--- src/rtl/router_pkg.sv ---
// Shared definitions for the router egress path: scheduler states,
// header field positions and the round-robin port picker.
package router_pkg;

    localparam int NPORT    = 3;
    localparam int ADDR_LSB = 0;
    localparam int ADDR_MSB = 1;
    localparam int LEN_LSB  = 2;

    typedef enum logic [1:0] {
        IDLE  = 2'd0,
        HDR   = 2'd1,
        BODY  = 2'd2,
        ABORT = 2'd3
    } sched_state_t;

    // Returns {found, port}: the first requesting port after 'last',
    // searching last+1, last+2, last+3 (mod NPORT).
    function automatic logic [2:0] rr_pick(input logic [1:0] last,
                                           input logic [NPORT-1:0] req);
        logic [2:0] res;
        logic [1:0] p;
        res = 3'b000;
        // Walk the search order backwards so the nearest requester wins.
        for (int k = NPORT; k >= 1; k--) begin
            p = 2'((int'(last) + k) % NPORT);
            if (req[p]) begin
                res = {1'b1, p};
            end
        end
        return res;
    endfunction

endpackage

--- src/rtl/egress_skid_buf.sv ---
// Two-entry tagged FIFO feeding the egress stream. The head entry drives
// the egress outputs directly; occupancy feeds the scheduler's read gate.
module egress_skid_buf #(
    parameter int W = 12
) (
    input  logic         clock,
    input  logic         resetn,
    input  logic         i_push,
    input  logic [W-1:0] i_push_data,
    input  logic         i_pop_ready,
    output logic [W-1:0] o_head,
    output logic         o_valid,
    output logic [1:0]   o_occ
);

    logic [W-1:0] r_e0;
    logic [W-1:0] r_e1;
    logic         r_v0;
    logic         r_v1;
    logic         w_pop;

    assign w_pop   = r_v0 & i_pop_ready;
    assign o_head  = r_e0;
    assign o_valid = r_v0;
    assign o_occ   = {1'b0, r_v0} + {1'b0, r_v1};

    // Shift/fill the two entries; a simultaneous push and pop are both honoured.
    always_ff @(posedge clock or negedge resetn) begin
        if (!resetn) begin
            r_e0 <= '0;
            r_e1 <= '0;
            r_v0 <= 1'b0;
            r_v1 <= 1'b0;
        end else if (w_pop) begin
            if (r_v1) begin
                r_e0 <= r_e1;
                if (i_push) begin
                    r_e1 <= i_push_data;
                end else begin
                    r_v1 <= 1'b0;
                end
            end else if (i_push) begin
                r_e0 <= i_push_data;
            end else begin
                r_v0 <= 1'b0;
            end
        end else if (i_push) begin
            if (!r_v0) begin
                r_e0 <= i_push_data;
                r_v0 <= 1'b1;
            end else if (!r_v1) begin
                r_e1 <= i_push_data;
                r_v1 <= 1'b1;
            end
        end
    end

    // The scheduler's read gate must never let a byte arrive with both entries full.
    always_ff @(posedge clock) begin
        if (resetn) begin
            assert (!(i_push && r_v0 && r_v1 && !w_pop));
        end
    end

endmodule

--- src/rtl/router_egress_sched.sv ---
// Round-robin packet scheduler draining three router output channels onto
// one egress byte stream, one whole packet at a time, with sop/eop tags.
module router_egress_sched
    import router_pkg::*;
#(
    parameter int DATA_W  = 8,
    parameter int LEN_MSB = 7,
    parameter int RR_INIT = 2
) (
    input  logic              clock,
    input  logic              resetn,
    input  logic              vld_out_0,
    input  logic              vld_out_1,
    input  logic              vld_out_2,
    input  logic [DATA_W-1:0] data_out_0,
    input  logic [DATA_W-1:0] data_out_1,
    input  logic [DATA_W-1:0] data_out_2,
    output logic              read_enb_0,
    output logic              read_enb_1,
    output logic              read_enb_2,
    output logic [DATA_W-1:0] eg_data,
    output logic              eg_valid,
    input  logic              eg_ready,
    output logic              eg_sop,
    output logic              eg_eop,
    output logic [1:0]        eg_port,
    output logic              pkt_abort,
    output logic              sched_busy
);

    // to_read holds payload length + 1 (parity), so one bit wider than the field.
    localparam int TR_W = LEN_MSB - LEN_LSB + 2;
    localparam int BW   = DATA_W + 4;

    sched_state_t      r_state;
    sched_state_t      w_state_next;
    logic [1:0]        r_rr;
    logic [1:0]        r_grant;
    logic [TR_W-1:0]   r_to_read;
    logic              r_inflight;
    logic              r_inflight_hdr;
    logic              r_inflight_eop;

    logic [NPORT-1:0]  w_vld;
    logic [NPORT-1:0]  w_rd_vec;
    logic [DATA_W-1:0] w_rdata;
    logic              w_vld_g;
    logic              w_room;
    logic              w_rd;
    logic [2:0]        w_pick;
    logic [1:0]        w_occ;
    logic [BW-1:0]     w_push_data;
    logic [BW-1:0]     w_head;

    assign w_vld  = {vld_out_2, vld_out_1, vld_out_0};
    assign w_pick = rr_pick(r_rr, w_vld);
    // Room counts a byte still in flight from the channel FIFO.
    assign w_room = ({1'b0, w_occ} + {2'b00, r_inflight}) < 3'd2;

    // Select the granted channel's valid flag and returned data.
    always_comb begin
        w_vld_g = 1'b0;
        w_rdata = '0;
        case (r_grant)
            2'd0: begin w_vld_g = vld_out_0; w_rdata = data_out_0; end
            2'd1: begin w_vld_g = vld_out_1; w_rdata = data_out_1; end
            2'd2: begin w_vld_g = vld_out_2; w_rdata = data_out_2; end
            default: begin w_vld_g = 1'b0; w_rdata = '0; end
        endcase
    end

    // Next-state and read-issue decision.
    always_comb begin
        w_state_next = r_state;
        w_rd         = 1'b0;
        case (r_state)
            IDLE: begin
                if (w_pick[2]) begin
                    w_state_next = HDR;
                end
            end
            HDR: begin
                // Header in flight: its length is captured this cycle.
                if (r_inflight) begin
                    w_state_next = BODY;
                end else if (w_vld_g) begin
                    w_rd = w_room;
                end else begin
                    w_state_next = ABORT;
                end
            end
            BODY: begin
                if (r_inflight && r_inflight_eop) begin
                    w_state_next = IDLE;
                end else begin
                    w_rd = w_vld_g && (r_to_read != '0) && w_room;
                    if (!w_vld_g && (r_to_read != '0) && !r_inflight) begin
                        w_state_next = ABORT;
                    end
                end
            end
            ABORT: begin
                w_state_next = IDLE;
            end
            default: begin
                w_state_next = IDLE;
            end
        endcase
    end

    // State register.
    always_ff @(posedge clock or negedge resetn) begin
        if (!resetn) begin
            r_state <= IDLE;
        end else begin
            r_state <= w_state_next;
        end
    end

    // Grant pointer, remaining-read counter and in-flight tags.
    always_ff @(posedge clock or negedge resetn) begin
        if (!resetn) begin
            r_rr           <= 2'(RR_INIT);
            r_grant        <= 2'd0;
            r_to_read      <= '0;
            r_inflight     <= 1'b0;
            r_inflight_hdr <= 1'b0;
            r_inflight_eop <= 1'b0;
        end else begin
            if ((r_state == IDLE) && w_pick[2]) begin
                r_grant <= w_pick[1:0];
                r_rr    <= w_pick[1:0];
            end
            if ((r_state == HDR) && r_inflight) begin
                r_to_read <= TR_W'(w_rdata[LEN_MSB:LEN_LSB]) + TR_W'(1);
            end else if (w_rd) begin
                r_to_read <= r_to_read - TR_W'(1);
            end
            r_inflight     <= w_rd;
            r_inflight_hdr <= w_rd && (r_state == HDR);
            r_inflight_eop <= w_rd && (r_state == BODY) && (r_to_read == TR_W'(1));
        end
    end

    // One read strobe per port, only ever for the granted port.
    generate
        for (genvar gi = 0; gi < NPORT; gi++) begin : g_rd
            assign w_rd_vec[gi] = w_rd && (r_grant == 2'(gi));
        end
    endgenerate

    assign read_enb_0 = w_rd_vec[0];
    assign read_enb_1 = w_rd_vec[1];
    assign read_enb_2 = w_rd_vec[2];

    assign w_push_data = {w_rdata, r_inflight_hdr, r_inflight_eop, r_grant};

    egress_skid_buf #(
        .W (BW)
    ) u_buf (
        .clock       (clock),
        .resetn      (resetn),
        .i_push      (r_inflight),
        .i_push_data (w_push_data),
        .i_pop_ready (eg_ready),
        .o_head      (w_head),
        .o_valid     (eg_valid),
        .o_occ       (w_occ)
    );

    assign eg_data    = w_head[BW-1:4];
    assign eg_sop     = w_head[3];
    assign eg_eop     = w_head[2];
    assign eg_port    = w_head[1:0];
    assign pkt_abort  = (r_state == ABORT);
    assign sched_busy = (r_state == HDR) || (r_state == BODY);

endmodule
--- config.mk ---
export PLATFORM = sky130hd
export DESIGN_NAME = router_egress_sched
export DESIGN_NICKNAME = d
export VERILOG_FILES = /design/src/rtl/router_pkg.sv /design/src/rtl/egress_skid_buf.sv /design/src/rtl/router_egress_sched.sv
export SDC_FILE = /design/constraint.sdc
export NUM_CORES = 1
export LEC_CHECK = 0
export ABC_AREA = 1
export BUFFER_PORTS_ARGS = -buffer_cell sky130_fd_sc_hd__buf_2
export CAP_MARGIN = 40
export CORE_MARGIN = 5
export CORE_UTILIZATION = 60
export DETAILED_ROUTE_END_ITERATION = 10
export PLACE_DENSITY_LB_ADDON = 0.08
export SETUP_SLACK_MARGIN = 0.15
export SYNTH_ARGS = -nofsm -noshare
export SYNTH_HDL_FRONTEND = slang
export SYNTH_HIERARCHICAL = 1
export SYNTH_SLANG_ARGS = --single-unit
--- constraint.sdc ---
create_clock -name clock -period 3.25 [get_ports clock]
set_input_delay 0.65 -clock clock [delete_from_list [all_inputs] [get_ports clock]]
set_output_delay 0.65 -clock clock [all_outputs]
set_load 0.02 [all_outputs]
==> flow_summary.ini <==
[outcome]
outcome = complete, no violations

[place]
placement.io_buffers = 47
pre_cts_slack_ns = 0.814
hpwl_um = 4860
routabilityCongestion = 0.852
place_inst = 475

[sta]
worstMarginPinSlew_ns = 0.625
setup_ws_ns = 0.454
rsz0062_at_grt = false
setup-violations-final = 0
post-route-min-period_ns = 2.80
clock.fmax_mhz = 358
fin_tns_setup_ns = 0
hold_viol = 0
fin_skew_ns = 0.00337
finalMaxSlewViolations = 0
period_share = 0.860
max_slew_margin = 0.584

[floorplan]
die_y_um = 77.1
dieArea_sq_um = 5950
ios = 48
rows = 24
core_area_sq_um = 4350
initial_utilization = 0.621
die_w_um = 77.1

[setup_path]
cp.required_ns = 2.60
critPathKind = flip-flop to output pin
crit_fanout = 17
startpoint = u_buf/r_v1$_DFFE_PN0P_
arrival_ns = 2.15
cp-start-kind = flip-flop
timing.rr.start = r_grant[1]$_DFFE_PN0P_
setup.worst_path.end_class = output pin

[logic_synthesis]
avgSynthCellArea_sq_um = 6.99
synthesis.nets = 429
ys_seq_area_frac = 0.380
ys_seq_elements = 41
yosys_warnings = 6
synthCells = 387
netlist_area_sq_um = 2700
synth_cell_types = 27

[clocking]
clkLatencyLatePin_ns = 0.30
cts_made_buffers = 5
postCtsSetupRepairBufs = 0
clockBufferDepth = 2
htree_num_levels = 2
cts_resized = 0
ctsHoldBuffers = 0
cts_sinks = 41
clkTransAtPathRegs_ns = 0.08
cts_root_buf = clkbuf_8
cts_tree = done

[routing]
drt_iter0_drc = 258
totalWireLength_um = 6730
ant_nets = 0
drc = 0
viasPerCell = 5.60
first_pass_iters = 5
wire_per_inst_um = 13.9
num_vias = 2704

[pwr]
leakagePower_uw = 0.00172
ir_worst_vdd_mv = 0.559
power_density_nw_per_um2 = 930

[global_route]
grt-ovfl-total = 0
grt_pass1_wl_um = 11400
grt_pass1_vias = 2531
track_usage = 0.235
grt_antenna_before_repair = 0
grt_start_max_net_pins = 23

[flow_run]
drv_cap = 0

[final_layout]
finalNonFillerCells = 483
syn_to_final_growth_pct = 13.9
nets = 472
final_util = 0.707
drive_gt1_frac = 0.179
n_antenna_cell = 0
final_cell_mix = nand2_1, buf_2, dfrtp_1
final_common_cell = nand2_1

[min_path]
min_path_type = input port to async pin
cell type report:
type                            instances  area, sq um
Timing Repair Buffer                   50          278
Clock inverter                          2         37.5
Fill cell                             364         1270
Tap cell                               52         65.1
Clock buffer                            6         82.6
Multi-Input combinational cell        300         1470
Sequential cell                        41         1030
Inverter                               32          120
synthesized netlist by cell type:
master | number | area, sq um
inv_2 | 7 | 26.3
o21ai_1 | 6 | 30.0
a21oi_1 | 4 | 20.0
ha_1 | 12 | 150
inv_1 | 24 | 90.1
dfstp_2 | 1 | 26.3
o21bai_1 | 1 | 7.51
dfrtp_1 | 40 | 1000
nand2_1 | 160 | 601
buf_2 | 10 | 50.1
nor3b_1 | 1 | 7.51
nor2_1 | 22 | 82.6
xnor2_1 | 1 | 8.76
nand3_2 | 4 | 40.0
buf_6 | 2 | 22.5
o21ai_0 | 15 | 75.1
buf_4 | 2 | 15.0
nand4_1 | 28 | 175
nand3_1 | 34 | 170
nor3_1 | 4 | 20.0
nand3b_1 | 1 | 7.51
a21boi_2 | 1 | 11.3
nor2_4 | 2 | 22.5
nand2_4 | 1 | 11.3
o21ai_4 | 1 | 16.3
nand2_2 | 2 | 12.5
clkinv_1 | 1 | 3.75
sequential cells by signal (all words and copies together) (netlist names):
signal          cells
r_grant             1
r_inflight          1
r_inflight_eop      1
r_inflight_hdr      1
r_rr                2
r_state             2
r_to_read           7
u_buf/o_head       12
u_buf/o_valid       1
u_buf/r_e1         12
u_buf/r_v1          1
report_power, final:
group | total, uW | internal, uW | switching [uW]
registers | 876 | 689 | 187
logic | 1550 | 506 | 1040
clock network | 439 | 250 | 189
total | 2860 | 1450 | 1420
stage by stage:
step / hold slack, ns / cell area [sq um] / power, uW
floorplan: 0.354 / 2700 / 2040
global placement: 0.454 / 2930 / 2380
detailed placement: 0.459 / 2960 / 2400
CTS: 0.320 / 3080 / 2850
global route: 0.341 / 3080 / 3130
finish: 0.301 / 3080 / 2860
cells by family (layout without fill, tap and decap cells):
| family | count (synthesis) | count (layout) | share of synthesized area |
|---|---|---|---|
| XOR/XNOR | 1 | 1 | 0.00324 |
| AO/OA/AOI/OAI | 28 | 28 | 0.0592 |
| AND/OR/NAND/NOR | 259 | 259 | 0.425 |
| flip-flops | 41 | 41 | 0.380 |
| buffers and inverters | 46 | 90 | 0.0768 |
| adder cells (fa/ha/maj) | 12 | 12 | 0.0555 |
routing by layer:
metal	vias up	GRT usage	part of all wire
met5	-	0	0
li1	1347	-	-
met4	0	0.0825	0.014
met3	18	0.0457	0.078
met1	1225	0.312	0.43
met2	114	0.379	0.48
path summary, 6_finish.rpt:
path	endpoint	slack [ns]	cells past startpoint
worst max-delay path	read_enb_0	0.45	7
worst max register to register	r_to_read[4]$_DFFE_PN0P_	0.87	10
max in group asynchronous	r_rr[1]$_DFFE_PN1P_	2.39	2
worst min register to register	u_buf/o_head[4]$_DFFE_PN0P_	0.47	2
worst min-delay path	u_buf/o_head[2]$_DFFE_PN0P_	0.30	1
min in group clock	u_buf/o_head[4]$_DFFE_PN0P_	0.47	2
worst max-delay path, stage by stage (launching register included):
cell and delay [ns]:
dfrtp_1 0.69, ha_1 0.33, a21oi_1 0.13, nand2_1 0.15, nor2_4 0.14, inv_2 0.09
nor3_1 0.13, buf_2 0.19
Power figures use the tool's default switching activity.
